File: config.mk
export PLATFORM = sky130hd
export DESIGN_NAME = core_sequencer_flat
export DESIGN_NICKNAME = d
export VERILOG_FILES = /design/src/rtl/core_seq_pkg.sv /design/src/rtl/core_sequencer_if.sv /design/src/rtl/seq_timeout_counter.sv /design/src/rtl/core_sequencer.sv /design/src/flat_wrapper.sv
export SDC_FILE = /design/constraint.sdc
export NUM_CORES = 1
export LEC_CHECK = 0
export ABC_AREA = 1
export ABC_CLOCK_PERIOD_IN_PS = 3800
export CAP_MARGIN = 20
export CORE_UTILIZATION = 45
export DETAILED_ROUTE_END_ITERATION = 10
export PLACE_DENSITY_LB_ADDON = 0.12
export SYNTH_ARGS = -nofsm -noshare
export SYNTH_HDL_FRONTEND = slang
export SYNTH_HIERARCHICAL = 1
export SYNTH_SLANG_ARGS = --single-unit
File: constraint.sdc
create_clock -name clk -period 3.8 [get_ports clk]
set_input_delay 1.14 -clock clk [delete_from_list [all_inputs] [get_ports clk]]
set_output_delay 1.14 -clock clk [all_outputs]
set_load 0.01 [all_outputs]
File: src/rtl/core_seq_pkg.sv
// Shared types for the core sequencer: FSM state encoding and memory-select values.
package core_seq_pkg;

    typedef enum logic [2:0] {
        IDLE      = 3'd0,
        FETCH     = 3'd1,
        DECODE    = 3'd2,
        EXECUTE   = 3'd3,
        MEMORY    = 3'd4,
        WRITEBACK = 3'd5,
        HALT      = 3'd6
    } state_e;

    localparam logic MEM_SEL_FETCH = 1'b0;  // instruction fetch at PC
    localparam logic MEM_SEL_DATA  = 1'b1;  // data access at ALU result

endpackage

File: src/rtl/core_sequencer_if.sv
// Shared memory port between the sequencer (master) and the memory (slave).
interface core_sequencer_if;
    logic mem_req;
    logic mem_we;
    logic mem_sel;
    logic mem_ack;

    modport master (output mem_req, output mem_we, output mem_sel, input mem_ack);
    modport slave  (input mem_req, input mem_we, input mem_sel, output mem_ack);
endinterface

File: src/rtl/seq_timeout_counter.sv
// Memory-ack wait counter; only built when CORE_SEQ_MEM_TIMEOUT_EN is defined.
// expired is asserted during the TIMEOUT_CYCLES-th consecutive enabled cycle.
module seq_timeout_counter #(
    parameter int TIMEOUT_CYCLES = 16
) (
    input  logic clk,
    input  logic rst_n,
    input  logic clear,
    input  logic enable,
    output logic expired
);
    logic [7:0] count;

    // count enabled wait cycles, restarting whenever cleared
    always_ff @(posedge clk) begin
        if (!rst_n || clear)
            count <= '0;
        else if (enable && !expired)
            count <= count + 8'd1;
    end

    assign expired = enable && (count == 8'(TIMEOUT_CYCLES - 1));
endmodule

File: src/rtl/core_sequencer.sv
// Multi-cycle core control sequencer: IDLE/FETCH/DECODE/EXECUTE/MEMORY/WRITEBACK/HALT.
// Optional memory-ack timeout enabled with macro CORE_SEQ_MEM_TIMEOUT_EN.
module core_sequencer
    import core_seq_pkg::*;
#(
    parameter int TIMEOUT_CYCLES = 16
) (
    input  logic                    clk,
    input  logic                    rst_n,
    input  logic                    should_read_mem,
    input  logic                    should_write_mem,
    input  logic                    should_write_reg,
    input  logic                    instr_illegal,
    core_sequencer_if.master        bus,
    output logic                    instr_latch_en,
    output logic                    mem_data_latch_en,
    output logic                    reg_write_en,
    output logic                    pc_update_en,
    output logic                    halted,
    output logic                    bus_err,
    output logic [2:0]              state,
    output logic [31:0]             retired_count
);
    state_e      state_q, state_d;
    logic        rd_q, wr_q, wreg_q;
    logic        req, we, sel;
    logic        waiting;
    logic        timeout;
    logic [31:0] retired_q;

    assign waiting = (state_q == FETCH) || (state_q == MEMORY);

`ifdef CORE_SEQ_MEM_TIMEOUT_EN
    logic err_q;

    // counter restarts outside the wait states and on every ack, so it is zero on entry
    seq_timeout_counter #(.TIMEOUT_CYCLES(TIMEOUT_CYCLES)) u_timeout (
        .clk     (clk),
        .rst_n   (rst_n),
        .clear   (!waiting || bus.mem_ack),
        .enable  (waiting),
        .expired (timeout)
    );

    // sticky bus error, set when a wait state gives up without an ack
    always_ff @(posedge clk) begin
        if (!rst_n)
            err_q <= 1'b0;
        else if (waiting && !bus.mem_ack && timeout)
            err_q <= 1'b1;
    end
    assign bus_err = err_q;
`else
    assign timeout = 1'b0;
    assign bus_err = 1'b0;
`endif

    // state register
    always_ff @(posedge clk) begin
        if (!rst_n)
            state_q <= IDLE;
        else
            state_q <= state_d;
    end

    // decoder flags captured in DECODE for use in EXECUTE/MEMORY
    always_ff @(posedge clk) begin
        if (!rst_n) begin
            rd_q   <= 1'b0;
            wr_q   <= 1'b0;
            wreg_q <= 1'b0;
        end else if (state_q == DECODE) begin
            rd_q   <= should_read_mem;
            wr_q   <= should_write_mem;
            wreg_q <= should_write_reg;
        end
    end

    // next state and single-cycle strobes; ack takes priority over timeout
    always_comb begin
        state_d           = state_q;
        req               = 1'b0;
        we                = 1'b0;
        sel               = MEM_SEL_FETCH;
        instr_latch_en    = 1'b0;
        mem_data_latch_en = 1'b0;
        reg_write_en      = 1'b0;
        pc_update_en      = 1'b0;
        case (state_q)
            IDLE: state_d = FETCH;
            FETCH: begin
                req = 1'b1;
                sel = MEM_SEL_FETCH;
                if (bus.mem_ack) begin
                    instr_latch_en = 1'b1;
                    state_d        = DECODE;
                end else if (timeout) begin
                    state_d = HALT;
                end
            end
            DECODE: begin
                if (instr_illegal || (should_read_mem && should_write_mem))
                    state_d = HALT;
                else
                    state_d = EXECUTE;
            end
            EXECUTE: begin
                if (rd_q || wr_q)
                    state_d = MEMORY;
                else if (wreg_q)
                    state_d = WRITEBACK;
                else begin
                    pc_update_en = 1'b1;
                    state_d      = FETCH;
                end
            end
            MEMORY: begin
                req = 1'b1;
                sel = MEM_SEL_DATA;
                we  = wr_q;
                if (bus.mem_ack) begin
                    if (wr_q) begin
                        pc_update_en = 1'b1;
                        state_d      = FETCH;
                    end else begin
                        mem_data_latch_en = 1'b1;
                        state_d           = WRITEBACK;
                    end
                end else if (timeout) begin
                    state_d = HALT;
                end
            end
            WRITEBACK: begin
                reg_write_en = 1'b1;
                pc_update_en = 1'b1;
                state_d      = FETCH;
            end
            HALT:    state_d = HALT;
            default: state_d = HALT;
        endcase
    end

    // retired-instruction counter, wraps naturally at 2^32
    always_ff @(posedge clk) begin
        if (!rst_n)
            retired_q <= '0;
        else if (pc_update_en)
            retired_q <= retired_q + 32'd1;
    end

    assign bus.mem_req    = req;
    assign bus.mem_we     = we;
    assign bus.mem_sel    = sel;
    assign halted         = (state_q == HALT);
    assign state          = state_q;
    assign retired_count  = retired_q;
endmodule

File: src/flat_wrapper.sv
// flat-port wrapper written by rule: the top's interface ports become plain ports
module core_sequencer_flat import core_seq_pkg::*;
#(
    parameter int TIMEOUT_CYCLES = 16
)
  (clk, rst_n, should_read_mem, should_write_mem, should_write_reg, instr_illegal, instr_latch_en, mem_data_latch_en, reg_write_en, pc_update_en, halted, bus_err, state, retired_count, bus_mem_req, bus_mem_we, bus_mem_sel, bus_mem_ack);
  core_sequencer_if bus_i ();
  input  logic clk;
  input  logic rst_n;
  input  logic should_read_mem;
  input  logic should_write_mem;
  input  logic should_write_reg;
  input  logic instr_illegal;
  output logic instr_latch_en;
  output logic mem_data_latch_en;
  output logic reg_write_en;
  output logic pc_update_en;
  output logic halted;
  output logic bus_err;
  output logic [2:0] state;
  output logic [31:0] retired_count;
  output wire logic [$bits(bus_i.mem_req)-1:0] bus_mem_req;
  output wire logic [$bits(bus_i.mem_we)-1:0] bus_mem_we;
  output wire logic [$bits(bus_i.mem_sel)-1:0] bus_mem_sel;
  input wire logic [$bits(bus_i.mem_ack)-1:0] bus_mem_ack;
  assign bus_mem_req = bus_i.mem_req;
  assign bus_mem_we = bus_i.mem_we;
  assign bus_mem_sel = bus_i.mem_sel;
  assign bus_i.mem_ack = bus_mem_ack;
  core_sequencer #(.TIMEOUT_CYCLES(TIMEOUT_CYCLES)) u_core (.clk(clk), .rst_n(rst_n), .should_read_mem(should_read_mem), .should_write_mem(should_write_mem), .should_write_reg(should_write_reg), .instr_illegal(instr_illegal), .bus(bus_i), .instr_latch_en(instr_latch_en), .mem_data_latch_en(mem_data_latch_en), .reg_write_en(reg_write_en), .pc_update_en(pc_update_en), .halted(halted), .bus_err(bus_err), .state(state), .retired_count(retired_count));
endmodule
After elaboration in Yosys (flattened, before gate mapping)
Index checks and enable logic that the tools add are counted.
Storage, ports and cells
  word-level logic and storage cells: 42
  output and inout bits: 44
  flip-flop bits (word level): 38
  bits of input ports: 7
Operators by class
  muxes and demuxes: 21
  eq/ne operators: 8
  reductions and logical operators: 7
  add/sub/neg operators: 1
Operators with widths (count)
  $add A32 B1 Y32 const B: 1
  $mux W3: 6
  $pmux W3 S5: 1
  $mux W1: 13
  $eq A3 B3 Y1 const B: 3
  $eq A3 B2 Y1 const B: 2
  $ne A2 B2 Y1 const B: 2
  $reduce_or A2 Y1: 2
  $eq A3 B1 Y1 const B: 1
  $logic_not A3 Y1: 1
  $pmux W1 S3: 1
  $logic_or A1 B1 Y1: 2
  $reduce_and A2 Y1: 1
  $logic_and A1 B1 Y1: 1

Longest topological paths before layout
Gate-level depths: netlist (run 1).
  depth in word-level cells: 4
  depth in mapped cells: 10
  depth with buffers taken out: 9

Least setup slack after synthesis (run 1)
OpenSTA, ideal clock, no wires.
  path kind: input -> output
  from: input bus_mem_ack
  to: output pc_update_en
  path buffers: 1
  required time: 2660 ps
  arrival time: 1700 ps
  path slack: 960 ps
  stages on the path: 5
  path through: nand2_1 -> inv_1 -> o21ai_0 -> nand2_2 -> buf_2
On the way
  word-level cells in the longest chain between the ends: 2
RTL lines
  from (decl): RTL line flat_wrapper.sv:25  | input wire logic [$bits(bus_i.mem_ack)-1:0] bus_mem_ack;
  $mux W1: RTL line core_sequencer.sv:121  | if (bus.mem_ack) begin
  $pmux W1 S3: RTL line core_sequencer.sv:89  | case (state_q)
  to (decl): RTL line flat_wrapper.sv:17  | output logic pc_update_en;
Every way passes these cells.

Worst setup path in the final report (run 1)
Same ends and word-level chain as after synthesis.

==> flow_summary.html, run 1 <==
<table>
<tr><th>Metric</th><th>Value</th></tr>
<tr><th colspan="2">Synth</th></tr>
<tr><td>Synthesis warning total</td><td>6</td></tr>
<tr><td>Net count after synthesis</td><td>379</td></tr>
<tr><td>Synth unique cells</td><td>30</td></tr>
<tr><td>Share of async-settable or async-resettable flops after synthesis</td><td>0</td></tr>
<tr><td>Average cell area after synthesis</td><td>6.09 um2</td></tr>
<tr><td>Share of the yosys chip area belonging to registers</td><td>0.336</td></tr>
<tr><td>Prevailing post-synth register cell</td><td>sky130_fd_sc_hd__dfxtp_1</td></tr>
<tr><td>Number of flops mapped to enable cells by yosys</td><td>0</td></tr>
<tr><td>Seq cells post-synth</td><td>38</td></tr>
<tr><td>Post-Syn Area</td><td>0.00226 mm2</td></tr>
<tr><td>Post-Syn Instances</td><td>371</td></tr>
<tr><th colspan="2">Placed design</th></tr>
<tr><td>Routability Congestion</td><td>0.866</td></tr>
<tr><td>Port-buffer cells</td><td>49</td></tr>
<tr><td>Sum of net half-perimeters after detailed placement</td><td>4.46 mm</td></tr>
<tr><th colspan="2">Status</th></tr>
<tr><td>Status</td><td>finished, final reports clean</td></tr>
<tr><th colspan="2">Worst setup path</th></tr>
<tr><td>Critical Path Source Type</td><td>input port</td></tr>
<tr><td>Worst reg-to-reg path cell count</td><td>7</td></tr>
<tr><td>Endpoint type of the worst setup path</td><td>output port</td></tr>
<tr><td>Most repeated library cell on the critical path</td><td>sky130_fd_sc_hd__clkdlybuf4s50_1</td></tr>
<tr><td>Slowest cell delay on critical path</td><td>0.53 ns</td></tr>
<tr><td>CP Max Fanout</td><td>2</td></tr>
<tr><td>Crit-path slowest cell</td><td>sky130_fd_sc_hd__clkdlybuf4s50_1</td></tr>
<tr><td>Destination of the critical timing path</td><td>pc_update_en</td></tr>
<tr><td>Path type of the worst setup path</td><td>input port to output port</td></tr>
<tr><td>Terminus of the critical flop-to-flop path</td><td>u_core/retired_count[7]</td></tr>
<tr><td>Cell breakdown of the critical path</td><td>clkdlybuf4s50_1, nand2_1, inv_1, o21ai_0, nand2_2, clkdlybuf4s50_1</td></tr>
<tr><td>Endpoint required time on the critical path</td><td>2.66 ns</td></tr>
<tr><td>Crit path buffers/inverters</td><td>3</td></tr>
<tr><td>CP startpoint</td><td>bus_mem_ack</td></tr>
<tr><td>Worst path top cell family by delay</td><td>buffers and inverters</td></tr>
<tr><td>Data arrival time of the critical path</td><td>2.45 ns</td></tr>
<tr><td>Minimum setup slack among reg-to-reg paths</td><td>1.77 ns</td></tr>
<tr><td>Startpoint of the worst-slack reg-to-reg timing path</td><td>u_core/state[1]</td></tr>
<tr><td>Path length in cells of the critical path</td><td>6</td></tr>
<tr><th colspan="2">GRT</th></tr>
<tr><td>First-pass GRT wire length</td><td>10.0 mm</td></tr>
<tr><td>Grt met2 use</td><td>0.398</td></tr>
<tr><td>Peak-usage layer in the global routing report</td><td>met2</td></tr>
<tr><td>Pin count of the biggest net entering global routing</td><td>25</td></tr>
<tr><td>Vias in the first global route</td><td>2220</td></tr>
<tr><td>Antenna violations before repair</td><td>0</td></tr>
<tr><td>Met1 track demand over resource</td><td>0.322</td></tr>
<tr><td>Global routing usage on met3</td><td>0.0428</td></tr>
<tr><td>Overall overflow remaining after global route</td><td>0</td></tr>
<tr><td>Global Route Usage Sum</td><td>0.248</td></tr>
<tr><th colspan="2">Clock tree</th></tr>
<tr><td>Quantity of hold-fixing buffers added after cts</td><td>0</td></tr>
<tr><td>CTS root buf</td><td>sky130_fd_sc_hd__clkbuf_8</td></tr>
<tr><td>Clock sink total</td><td>38</td></tr>
<tr><td>H-Tree Level Count</td><td>2</td></tr>
<tr><td>CTS tree</td><td>done</td></tr>
<tr><td>Post-cts gate resize count</td><td>0</td></tr>
<tr><td>Post-CTS Setup Repair Bufs</td><td>0</td></tr>
<tr><td>Maximum clock insertion buffer count</td><td>2</td></tr>
<tr><td>Worst skew pair latency</td><td>0.30 ns</td></tr>
<tr><td>Clock buffers created by TritonCTS</td><td>5</td></tr>
<tr><td>Clock-pin slew on the worst setup and hold paths</td><td>0.07 ns</td></tr>
<tr><th colspan="2">Floorplan</th></tr>
<tr><td>Initial cell density of the core</td><td>0.472</td></tr>
<tr><td>Die outline area</td><td>0.00531 mm2</td></tr>
<tr><td>Core area</td><td>0.00479 mm2</td></tr>
<tr><td>Die X-Extent</td><td>72.9 um</td></tr>
<tr><td>Row count</td><td>25</td></tr>
<tr><td>Vertical die dimension</td><td>72.9 um</td></tr>
<tr><td>Ports</td><td>51</td></tr>
<tr><th colspan="2">STA</th></tr>
<tr><td>Final worst path period share</td><td>0.945</td></tr>
<tr><td>Remaining max-slew budget at the tightest pin</td><td>0.497</td></tr>
<tr><td>Max Slew Vio Count</td><td>0</td></tr>
<tr><td>Final Critical Period</td><td>3.59 ns</td></tr>
<tr><td>Total negative slack for setup checks</td><td>0 ns</td></tr>
<tr><td>Final hold violations</td><td>0</td></tr>
<tr><td>Final setup skew</td><td>0.00523 ns</td></tr>
<tr><td>Worst slack on hold paths</td><td>0.467 ns</td></tr>
<tr><td>Measured slew at the worst slew-check pin</td><td>0.753 ns</td></tr>
<tr><td>Unrepaired setup endpoints after global routing</td><td>false</td></tr>
<tr><td>Number of failing setup endpoints in the final timing report</td><td>0</td></tr>
<tr><td>Maximum frequency from static timing analysis</td><td>278 MHz</td></tr>
<tr><th colspan="2">Cells and area</th></tr>
<tr><td>Area growth, synth to finish</td><td>27.7%</td></tr>
<tr><td>Post-layout nets</td><td>429</td></tr>
<tr><td>Fraction of final layout cells with drive strength greater than 1</td><td>0.0474</td></tr>
<tr><td># diodes</td><td>0</td></tr>
<tr><th colspan="2">Power and ir drop</th></tr>
<tr><td>Cell Pwr Density</td><td>389 mW/mm2</td></tr>
<tr><td>Lkg Pwr</td><td>1.01 nW</td></tr>
<tr><td>PnR Total Power</td><td>1.12 mW</td></tr>
<tr><td>Worst-case vdd ir drop</td><td>0.000359 V</td></tr>
<tr><th colspan="2">Detailed routing</th></tr>
<tr><td>Remaining DRCs</td><td>0</td></tr>
<tr><td>Average routed wire per standard cell</td><td>12.2 um</td></tr>
<tr><td>Router iterations before antenna repair</td><td>4</td></tr>
<tr><td>DRT antenna net count</td><td>0</td></tr>
<tr><td>Detailed Route Iter0 Violations</td><td>172</td></tr>
<tr><td>Detailed-route via count</td><td>2486</td></tr>
<tr><td>Wire length reported by the detailed router</td><td>5.96 mm</td></tr>
<tr><td>Avg Vias per Cell</td><td>5.08</td></tr>
<tr><th colspan="2">Run</th></tr>
<tr><td>Max-cap violation count</td><td>0</td></tr>
<tr><th colspan="2">Worst hold path</th></tr>
<tr><td>Min-Delay Path Class</td><td>register to register</td></tr>
</table>
[routing by layer]
metal,wire length (um),up-vias
li1,-,1277
met2,2720,74
met4,99,0
met1,2760,1127
met5,0,-
met3,385,8
[logic make-up after synthesis]
logic type,share of synthesized area
flops,0.336
fa+ha+maj,0.00553
xor+xnor,0.00775
other cells,0.00166
simple gates,0.450
buf+inv,0.0935
compound gates,0.105
[per-stage QoR]
| stage | setup slack, ns | utilization | instances | area, um2 |
|---|---|---|---|---|
| 2_1_floorplan | 0.960 | - | 371 | 2260 |
| 3_3_place_gp | 0.227 | 0.584 | 481 | 2800 |
| 3_5_place_dp | 0.207 | 0.584 | 481 | 2800 |
| 4_1_cts | 0.205 | 0.603 | 489 | 2890 |
| 5_1_grt | 0.101 | 0.603 | 489 | 2890 |
| 6_report | 0.208 | 0.603 | 489 | 2890 |
[final cells by class]
class / count / area (um2)
fillers: 488 / 1900
multi-input cells: 283 / 1290
flip-flops and latches: 38 / 761
repair buffers: 51 / 505
inverters: 42 / 158
clock buffers: 7 / 86.3
well taps: 67 / 83.8
clock inverters: 1 / 5.00
[state kept, by name (all words and copies together), names as in the netlist]
name and count:
u_core/rd_q 1, u_core/retired_count 32, u_core/wr_q 1, u_core/state 3, u_core/wreg_q 1
[cells in the mapped netlist (2+ instances only)]
| cell type | instances | share of area |
|---|---|---|
| sky130_fd_sc_hd__a21oi_1 | 23 | 0.051 |
| sky130_fd_sc_hd__buf_4 | 2 | 0.0066 |
| sky130_fd_sc_hd__buf_6 | 2 | 0.010 |
| sky130_fd_sc_hd__clkbuf_1 | 3 | 0.0050 |
| sky130_fd_sc_hd__dfxtp_1 | 38 | 0.34 |
| sky130_fd_sc_hd__inv_1 | 41 | 0.068 |
| sky130_fd_sc_hd__nand2_1 | 97 | 0.16 |
| sky130_fd_sc_hd__nand2_2 | 3 | 0.0083 |
| sky130_fd_sc_hd__nand3_1 | 32 | 0.071 |
| sky130_fd_sc_hd__nand3b_1 | 4 | 0.013 |
| sky130_fd_sc_hd__nand4_1 | 7 | 0.019 |
| sky130_fd_sc_hd__nor2_1 | 78 | 0.13 |
| sky130_fd_sc_hd__nor2_2 | 4 | 0.011 |
| sky130_fd_sc_hd__nor3_1 | 7 | 0.015 |
| sky130_fd_sc_hd__o21ai_0 | 11 | 0.024 |
| sky130_fd_sc_hd__o21bai_1 | 4 | 0.013 |
| sky130_fd_sc_hd__xnor2_1 | 2 | 0.0077 |
[cells in the final DEF (no fill, tap or decap), drive strengths merged]
| cell type | netlist | routed |
|---|---|---|
| a21boi | 1 | 1 |
| a21o | 1 | 1 |
| a21oi | 23 | 23 |
| a311oi | 1 | 1 |
| a31oi | 1 | 1 |
| buf | 5 | 2 |
| clkbuf | 3 | 7 |
| clkdlybuf4s50 | 0 | 49 |
| clkinv | 0 | 1 |
| conb | 1 | 1 |
| dfxtp | 38 | 38 |
| ha | 1 | 1 |
| inv | 42 | 42 |
| nand2 | 100 | 100 |
| nand3 | 33 | 33 |
| nand3b | 4 | 4 |
| nand4 | 7 | 7 |
| nor2 | 84 | 84 |
| nor3 | 7 | 7 |
| nor3b | 1 | 1 |
| o21ai | 11 | 11 |
| o21bai | 4 | 4 |
| o22ai | 1 | 1 |
| xnor2 | 2 | 2 |
[where the power goes]
part	internal, mW	switching [mW]
logic	0.143	0.210
registers	0.432	0.0470
clock network	0.146	0.145
[how the worst min path moves through the flow]
stage	start	cells past startpoint	slack (ns)	endpoint
2_1_floorplan	u_core/wreg_q	2	0.43	u_core/wreg_q
3_3_place_gp	u_core/wreg_q	2	0.45	u_core/wreg_q
3_5_place_dp	u_core/wreg_q	2	0.45	u_core/wreg_q
4_1_cts	u_core/wreg_q	2	0.46	u_core/wreg_q
5_1_grt	u_core/wreg_q	2	0.52	u_core/wreg_q
6_report	u_core/wreg_q	2	0.47	u_core/wreg_q
[worst reg2reg max path, cell delays in order, from the launching register on]
cell                      delay (ns)
sky130_fd_sc_hd__dfxtp_1        0.45
sky130_fd_sc_hd__inv_1          0.12
sky130_fd_sc_hd__nand2_2        0.12
sky130_fd_sc_hd__a21oi_1        0.06
sky130_fd_sc_hd__nor2_2         0.60
sky130_fd_sc_hd__nor2_2         0.26
sky130_fd_sc_hd__o21ai_0        0.24
sky130_fd_sc_hd__nor2_1         0.05
(Power assumes the default switching activity.)
==> run 2: changes to the inputs <==
CTS_BUF_LIST = sky130_fd_sc_hd__clkbuf_8   (was not set)
CTS_CLUSTER_SIZE = 16   (was not set)
==> run 2 against run 1 <==
Compared with the run above: sequential cell count did not move; largest cell class unchanged; non-clock buffer count did not move; sequential power barely moved; sequential share of layout area did not move; critical path type unchanged; global-route usage did not move; final area did not move; clock skew barely moved; clock power barely moved; fmax barely moved; clock-buffer cell count fell by 1.
==> flow_summary.html, run 2 (synthesis gave the netlist of run 1 again) <==
<table>
<tr><th>Metric</th><th>Value</th></tr>
<tr><th colspan="2">Detailed routing</th></tr>
<tr><td>Remaining DRCs</td><td>0</td></tr>
<tr><td>Detailed Route Iter0 Violations</td><td>175</td></tr>
<tr><td>Wire length reported by the detailed router</td><td>5.99 mm</td></tr>
<tr><td>Avg Vias per Cell</td><td>5.09</td></tr>
<tr><td>Router iterations before antenna repair</td><td>4</td></tr>
<tr><td>DRT antenna net count</td><td>0</td></tr>
<tr><td>Average routed wire per standard cell</td><td>12.2 um</td></tr>
<tr><td>Detailed-route via count</td><td>2490</td></tr>
<tr><th colspan="2">Clock tree</th></tr>
<tr><td>Clock buffers created by TritonCTS</td><td>5</td></tr>
<tr><td>Clock-pin slew on the worst setup and hold paths</td><td>0.07 ns</td></tr>
<tr><td>CTS tree</td><td>done</td></tr>
<tr><td>Post-CTS Setup Repair Bufs</td><td>0</td></tr>
<tr><td>Worst skew pair latency</td><td>0.30 ns</td></tr>
<tr><td>Clock sink total</td><td>38</td></tr>
<tr><td>H-Tree Level Count</td><td>2</td></tr>
<tr><td>Quantity of hold-fixing buffers added after cts</td><td>0</td></tr>
<tr><td>Post-cts gate resize count</td><td>0</td></tr>
<tr><td>Maximum clock insertion buffer count</td><td>2</td></tr>
<tr><td>CTS root buf</td><td>sky130_fd_sc_hd__clkbuf_8</td></tr>
<tr><th colspan="2">STA</th></tr>
<tr><td>Worst-case setup margin in the final layout</td><td>0.208 ns</td></tr>
<tr><td>Final worst path period share</td><td>0.945</td></tr>
<tr><td>Final Critical Period</td><td>3.59 ns</td></tr>
<tr><td>Max Slew Vio Count</td><td>0</td></tr>
<tr><td>Final setup skew</td><td>0.00530 ns</td></tr>
<tr><td>Unrepaired setup endpoints after global routing</td><td>false</td></tr>
<tr><td>Remaining max-slew budget at the tightest pin</td><td>0.487</td></tr>
<tr><td>Number of failing setup endpoints in the final timing report</td><td>0</td></tr>
<tr><td>Total negative slack for setup checks</td><td>0 ns</td></tr>
<tr><td>Measured slew at the worst slew-check pin</td><td>0.769 ns</td></tr>
<tr><td>Maximum frequency from static timing analysis</td><td>278 MHz</td></tr>
<tr><td>Final hold violations</td><td>0</td></tr>
<tr><th colspan="2">Run</th></tr>
<tr><td>Max-cap violation count</td><td>0</td></tr>
<tr><th colspan="2">GRT</th></tr>
<tr><td>Vias in the first global route</td><td>2220</td></tr>
<tr><td>Antenna violations before repair</td><td>0</td></tr>
<tr><td>First-pass GRT wire length</td><td>10.0 mm</td></tr>
<tr><td>Global Route Usage Sum</td><td>0.248</td></tr>
<tr><td>Pin count of the biggest net entering global routing</td><td>25</td></tr>
<tr><td>Overall overflow remaining after global route</td><td>0</td></tr>
<tr><th colspan="2">Cells and area</th></tr>
<tr><td>Fraction of final layout cells with drive strength greater than 1</td><td>0.0474</td></tr>
<tr><td>Post-layout nets</td><td>429</td></tr>
<tr><td># diodes</td><td>0</td></tr>
<tr><td>Register Area</td><td>761 um2</td></tr>
<tr><td>Number of filler cells placed in the layout</td><td>488</td></tr>
<tr><td>Max FFs per register</td><td>32</td></tr>
<tr><td>Area growth, synth to finish</td><td>27.7%</td></tr>
<tr><td>Commonest cells after routing, fill and taps aside</td><td>sky130_fd_sc_hd__nand2_1, sky130_fd_sc_hd__nor2_1, sky130_fd_sc_hd__clkdlybuf4s50_1, sky130_fd_sc_hd__inv_1, sky130_fd_sc_hd__dfxtp_1</td></tr>
<tr><td>Final std cell area, no fill</td><td>0.00289 mm2</td></tr>
<tr><td>Leading cell type in the layout, fill and taps excluded</td><td>sky130_fd_sc_hd__nand2_1</td></tr>
<tr><td>Area of the multi-input gates</td><td>0.00129 mm2</td></tr>
<tr><th colspan="2">Power and ir drop</th></tr>
<tr><td>Worst-case vdd ir drop</td><td>0.000359 V</td></tr>
<tr><td>Lkg Pwr</td><td>1.02 nW</td></tr>
<tr><td>Cell Pwr Density</td><td>388 mW/mm2</td></tr>
<tr><th colspan="2">Placed design</th></tr>
<tr><td>Post-place setup slack</td><td>0.207 ns</td></tr>
<tr><td>Routability Congestion</td><td>0.866</td></tr>
<tr><td>Sum of net half-perimeters after detailed placement</td><td>4.46 mm</td></tr>
<tr><td>Total placed instance area</td><td>0.00280 mm2</td></tr>
<tr><td>Port-buffer cells</td><td>49</td></tr>
<tr><th colspan="2">Floorplan</th></tr>
<tr><td>Ports</td><td>51</td></tr>
<tr><td>Initial cell density of the core</td><td>0.472</td></tr>
<tr><td>Core area</td><td>0.00479 mm2</td></tr>
<tr><td>Row count</td><td>25</td></tr>
<tr><td>Die outline area</td><td>0.00531 mm2</td></tr>
<tr><td>Vertical die dimension</td><td>72.9 um</td></tr>
<tr><td>Die X-Extent</td><td>72.9 um</td></tr>
<tr><th colspan="2">Worst setup path</th></tr>
<tr><td>Data arrival time of the critical path</td><td>2.45 ns</td></tr>
<tr><td>Endpoint required time on the critical path</td><td>2.66 ns</td></tr>
<tr><td>Path type of the worst setup path</td><td>input port to output port</td></tr>
<tr><td>Critical Path Source Type</td><td>input port</td></tr>
<tr><td>CP Max Fanout</td><td>2</td></tr>
<tr><td>Endpoint type of the worst setup path</td><td>output port</td></tr>
<tr><th colspan="2">Status</th></tr>
<tr><td>Status</td><td>finished, final reports clean</td></tr>
<tr><th colspan="2">Worst hold path</th></tr>
<tr><td>Min-Delay Path Class</td><td>register to register</td></tr>
</table>
==> run 2: where the power goes <==
group / switching, mW / internal (mW)
Combinational: 0.210 / 0.143
Clock: 0.145 / 0.144
Sequential: 0.0470 / 0.432
Total: 0.402 / 0.718
==> run 2: final timing paths <==
path | startpoint | endpoint | slack (ns) | cells after the start
max | bus_mem_ack | pc_update_en | 0.21 | 6
min | u_core/wreg_q | u_core/wreg_q | 0.47 | 2
max reg2reg | u_core/state[1] | u_core/retired_count[7] | 1.74 | 7
min reg2reg | u_core/wreg_q | u_core/wreg_q | 0.47 | 2
==> run 2: layer usage <==
layer  track usage  part of all wire
met4         0.124             0.018
met3        0.0428             0.070
met5             0                 0
met2         0.398              0.45
met1         0.322              0.46
==> run 2: area by class of cell <==
class | count | area share
Clock buffer | 6 | 0.0286
Clock inverter | 2 | 0.00303
Inverter | 42 | 0.0546
Multi-Input combinational cell | 283 | 0.446
Sequential cell | 38 | 0.263
Tap cell | 67 | 0.0290
Timing Repair Buffer | 51 | 0.175
==> run 2: stage by stage <==
stage	util	cells	hold slack (ns)	total power, mW
after floorplan	-	371	0.430	0.701
after global placement	0.584	481	0.450	0.838
after detailed placement	0.584	481	0.449	0.838
after CTS	0.603	489	0.462	1.13
after global routing	0.603	489	0.515	1.19
final	0.603	489	0.467	1.12
==> run 2: worst max-delay path, stage by stage <==
cell and delay [ns]:
sky130_fd_sc_hd__clkdlybuf4s50_1 0.49, sky130_fd_sc_hd__nand2_1 0.07, sky130_fd_sc_hd__inv_1 0.06, sky130_fd_sc_hd__o21ai_0 0.08, sky130_fd_sc_hd__nand2_2 0.09, sky130_fd_sc_hd__clkdlybuf4s50_1 0.53
==> run 3: changes to the inputs <==
CORE_MARGIN = 4   (was not set)
==> run 3 against run 2 <==
Compared with the run above: die area increased by 17%; clock skew increased by 0.0031 ns; sequential share of layout area decreased by 0.16 points; critical path type unchanged; clock power increased by 17%; hold slack about the same; worst setup slack improved by 0.013 ns.
==> flow_summary.html, run 3 (synthesis gave the netlist of run 1 again) <==
<table>
<tr><th>Metric</th><th>Value</th></tr>
<tr><th colspan="2">GRT</th></tr>
<tr><td>First-pass GRT wire length</td><td>10.1 mm</td></tr>
<tr><td>Global Route Usage Sum</td><td>0.205</td></tr>
<tr><td>Antenna violations before repair</td><td>0</td></tr>
<tr><td>Pin count of the biggest net entering global routing</td><td>25</td></tr>
<tr><td>Vias in the first global route</td><td>2198</td></tr>
<tr><td>Overall overflow remaining after global route</td><td>0</td></tr>
<tr><th colspan="2">STA</th></tr>
<tr><td>Final setup skew</td><td>0.00835 ns</td></tr>
<tr><td>Maximum frequency from static timing analysis</td><td>279 MHz</td></tr>
<tr><td>Measured slew at the worst slew-check pin</td><td>0.777 ns</td></tr>
<tr><td>Final hold violations</td><td>0</td></tr>
<tr><td>Worst-case setup margin in the final layout</td><td>0.221 ns</td></tr>
<tr><td>Final Critical Period</td><td>3.58 ns</td></tr>
<tr><td>Total negative slack for setup checks</td><td>0 ns</td></tr>
<tr><td>Unrepaired setup endpoints after global routing</td><td>false</td></tr>
<tr><td>Worst slack on hold paths</td><td>0.467 ns</td></tr>
<tr><td>Number of failing setup endpoints in the final timing report</td><td>0</td></tr>
<tr><td>Max Slew Vio Count</td><td>0</td></tr>
<tr><td>Final worst path period share</td><td>0.942</td></tr>
<tr><td>Remaining max-slew budget at the tightest pin</td><td>0.481</td></tr>
<tr><th colspan="2">Status</th></tr>
<tr><td>Status</td><td>finished, final reports clean</td></tr>
<tr><th colspan="2">Worst setup path</th></tr>
<tr><td>CP Max Fanout</td><td>2</td></tr>
<tr><td>Endpoint required time on the critical path</td><td>2.66 ns</td></tr>
<tr><td>Crit-path slowest cell</td><td>sky130_fd_sc_hd__clkdlybuf4s50_1</td></tr>
<tr><td>Minimum setup slack among reg-to-reg paths</td><td>1.78 ns</td></tr>
<tr><td>Data arrival time of the critical path</td><td>2.44 ns</td></tr>
<tr><td>Path type of the worst setup path</td><td>input port to output port</td></tr>
<tr><td>Cell breakdown of the critical path</td><td>clkdlybuf4s50_1, nand2_1, inv_1, o21ai_0, nand2_2, clkdlybuf4s50_1</td></tr>
<tr><td>Startpoint of the worst-slack reg-to-reg timing path</td><td>u_core/state[1]</td></tr>
<tr><td>CP startpoint</td><td>bus_mem_ack</td></tr>
<tr><td>Terminus of the critical flop-to-flop path</td><td>u_core/retired_count[7]</td></tr>
<tr><td>Endpoint type of the worst setup path</td><td>output port</td></tr>
<tr><td>Slowest cell delay on critical path</td><td>0.53 ns</td></tr>
<tr><td>Destination of the critical timing path</td><td>pc_update_en</td></tr>
<tr><td>Worst reg-to-reg path cell count</td><td>7</td></tr>
<tr><td>Most repeated library cell on the critical path</td><td>sky130_fd_sc_hd__clkdlybuf4s50_1</td></tr>
<tr><td>Critical Path Source Type</td><td>input port</td></tr>
<tr><th colspan="2">Placed design</th></tr>
<tr><td>Port-buffer cells</td><td>49</td></tr>
<tr><td>Routability Congestion</td><td>0.872</td></tr>
<tr><td>Post-place setup slack</td><td>0.213 ns</td></tr>
<tr><td>Sum of net half-perimeters after detailed placement</td><td>4.53 mm</td></tr>
<tr><th colspan="2">Power and ir drop</th></tr>
<tr><td>Worst-case vdd ir drop</td><td>0.000311 V</td></tr>
<tr><td>Cell Pwr Density</td><td>404 mW/mm2</td></tr>
<tr><td>Lkg Pwr</td><td>1.02 nW</td></tr>
<tr><th colspan="2">Clock tree</th></tr>
<tr><td>CTS tree</td><td>done</td></tr>
<tr><td>Quantity of hold-fixing buffers added after cts</td><td>0</td></tr>
<tr><td>Worst skew pair latency</td><td>0.29 ns</td></tr>
<tr><td>Clock sink total</td><td>38</td></tr>
<tr><td>CTS root buf</td><td>sky130_fd_sc_hd__clkbuf_8</td></tr>
<tr><td>Clock buffers created by TritonCTS</td><td>5</td></tr>
<tr><td>Post-cts gate resize count</td><td>0</td></tr>
<tr><td>H-Tree Level Count</td><td>2</td></tr>
<tr><td>Maximum clock insertion buffer count</td><td>2</td></tr>
<tr><td>Clock-pin slew on the worst setup and hold paths</td><td>0.08 ns</td></tr>
<tr><td>Post-CTS Setup Repair Bufs</td><td>0</td></tr>
<tr><th colspan="2">Cells and area</th></tr>
<tr><td>Leading cell type in the layout, fill and taps excluded</td><td>sky130_fd_sc_hd__nand2_1</td></tr>
<tr><td>Commonest cells after routing, fill and taps aside</td><td>sky130_fd_sc_hd__nand2_1, sky130_fd_sc_hd__nor2_1, sky130_fd_sc_hd__clkdlybuf4s50_1, sky130_fd_sc_hd__inv_1, sky130_fd_sc_hd__dfxtp_1</td></tr>
<tr><td>Fraction of final layout cells with drive strength greater than 1</td><td>0.0498</td></tr>
<tr><td>Area growth, synth to finish</td><td>28.5%</td></tr>
<tr><td># diodes</td><td>0</td></tr>
<tr><td>Post-layout nets</td><td>429</td></tr>
<tr><td>Max FFs per register</td><td>32</td></tr>
<tr><th colspan="2">Worst hold path</th></tr>
<tr><td>Min-Delay Path Class</td><td>register to register</td></tr>
<tr><th colspan="2">Detailed routing</th></tr>
<tr><td>Average routed wire per standard cell</td><td>12.5 um</td></tr>
<tr><td>Remaining DRCs</td><td>0</td></tr>
<tr><td>Avg Vias per Cell</td><td>5.01</td></tr>
<tr><td>Wire length reported by the detailed router</td><td>6.10 mm</td></tr>
<tr><td>Detailed Route Iter0 Violations</td><td>187</td></tr>
<tr><td>Detailed-route via count</td><td>2448</td></tr>
<tr><td>DRT antenna net count</td><td>0</td></tr>
<tr><td>Router iterations before antenna repair</td><td>5</td></tr>
<tr><th colspan="2">Floorplan</th></tr>
<tr><td>Row count</td><td>25</td></tr>
<tr><td>Core area</td><td>0.00479 mm2</td></tr>
<tr><td>Initial cell density of the core</td><td>0.472</td></tr>
<tr><td>Die outline area</td><td>0.00622 mm2</td></tr>
<tr><td>Die X-Extent</td><td>78.9 um</td></tr>
<tr><td>Vertical die dimension</td><td>78.9 um</td></tr>
<tr><td>Ports</td><td>51</td></tr>
<tr><th colspan="2">Run</th></tr>
<tr><td>Max-cap violation count</td><td>0</td></tr>
</table>
[run 3: area by class of cell]
type	count	area, um2
Timing Repair Buffer	51	505
Clock inverter	3	40.0
Multi-Input combinational cell	283	1290
Inverter	42	158
Tap cell	67	83.8
Clock buffer	5	68.8
Fill cell	497	1880
Sequential cell	38	761
[run 3: worst max-delay path, delay by kind of cell]
kind	cells	cell delay, ns
AOI/OAI and AO/OA	1	0.08
buffers and inverters	3	1.06
and+or+nand+nor	2	0.16
[run 3: where the power goes]
| group | internal (mW) | leakage (nW) | switching, mW |
|---|---|---|---|
| sequential | 0.432 | 0.307 | 0.0470 |
| combinational | 0.143 | 0.659 | 0.214 |
| clock | 0.193 | 0.0579 | 0.145 |
| total | 0.767 | 1.02 | 0.406 |
[run 3: through the flow]
step / cell area [um2] / utilization / std cells / total power, mW
2_1_floorplan: 2260 / - / 371 / 0.701
3_5_place_dp: 2800 / 0.584 / 481 / 0.842
3_3_place_gp: 2800 / 0.584 / 481 / 0.841
6_report: 2910 / 0.607 / 489 / 1.17
5_1_grt: 2910 / 0.607 / 489 / 1.25
4_1_cts: 2910 / 0.607 / 489 / 1.18
[run 3: how the worst min path moves through the flow]
stage / start / endpoint / slack (ns) / cells past startpoint
floorplan: u_core/wreg_q / u_core/wreg_q / 0.43 / 2
global placement: u_core/wreg_q / u_core/wreg_q / 0.45 / 2
detailed placement: u_core/wreg_q / u_core/wreg_q / 0.45 / 2
CTS: u_core/wreg_q / u_core/wreg_q / 0.47 / 2
global route: u_core/wreg_q / u_core/wreg_q / 0.48 / 2
finish: u_core/wreg_q / u_core/wreg_q / 0.47 / 2
[run 3: layer usage]
layer / share of wire / global-route usage / routed length, um / vias to the layer above
met5: 0 / 0 / 0 / -
met4: 0.012 / 0.0704 / 74 / 0
met3: 0.053 / 0.0420 / 326 / 6
met2: 0.47 / 0.336 / 2840 / 68
met1: 0.47 / 0.267 / 2860 / 1092
li1: - / - / - / 1282
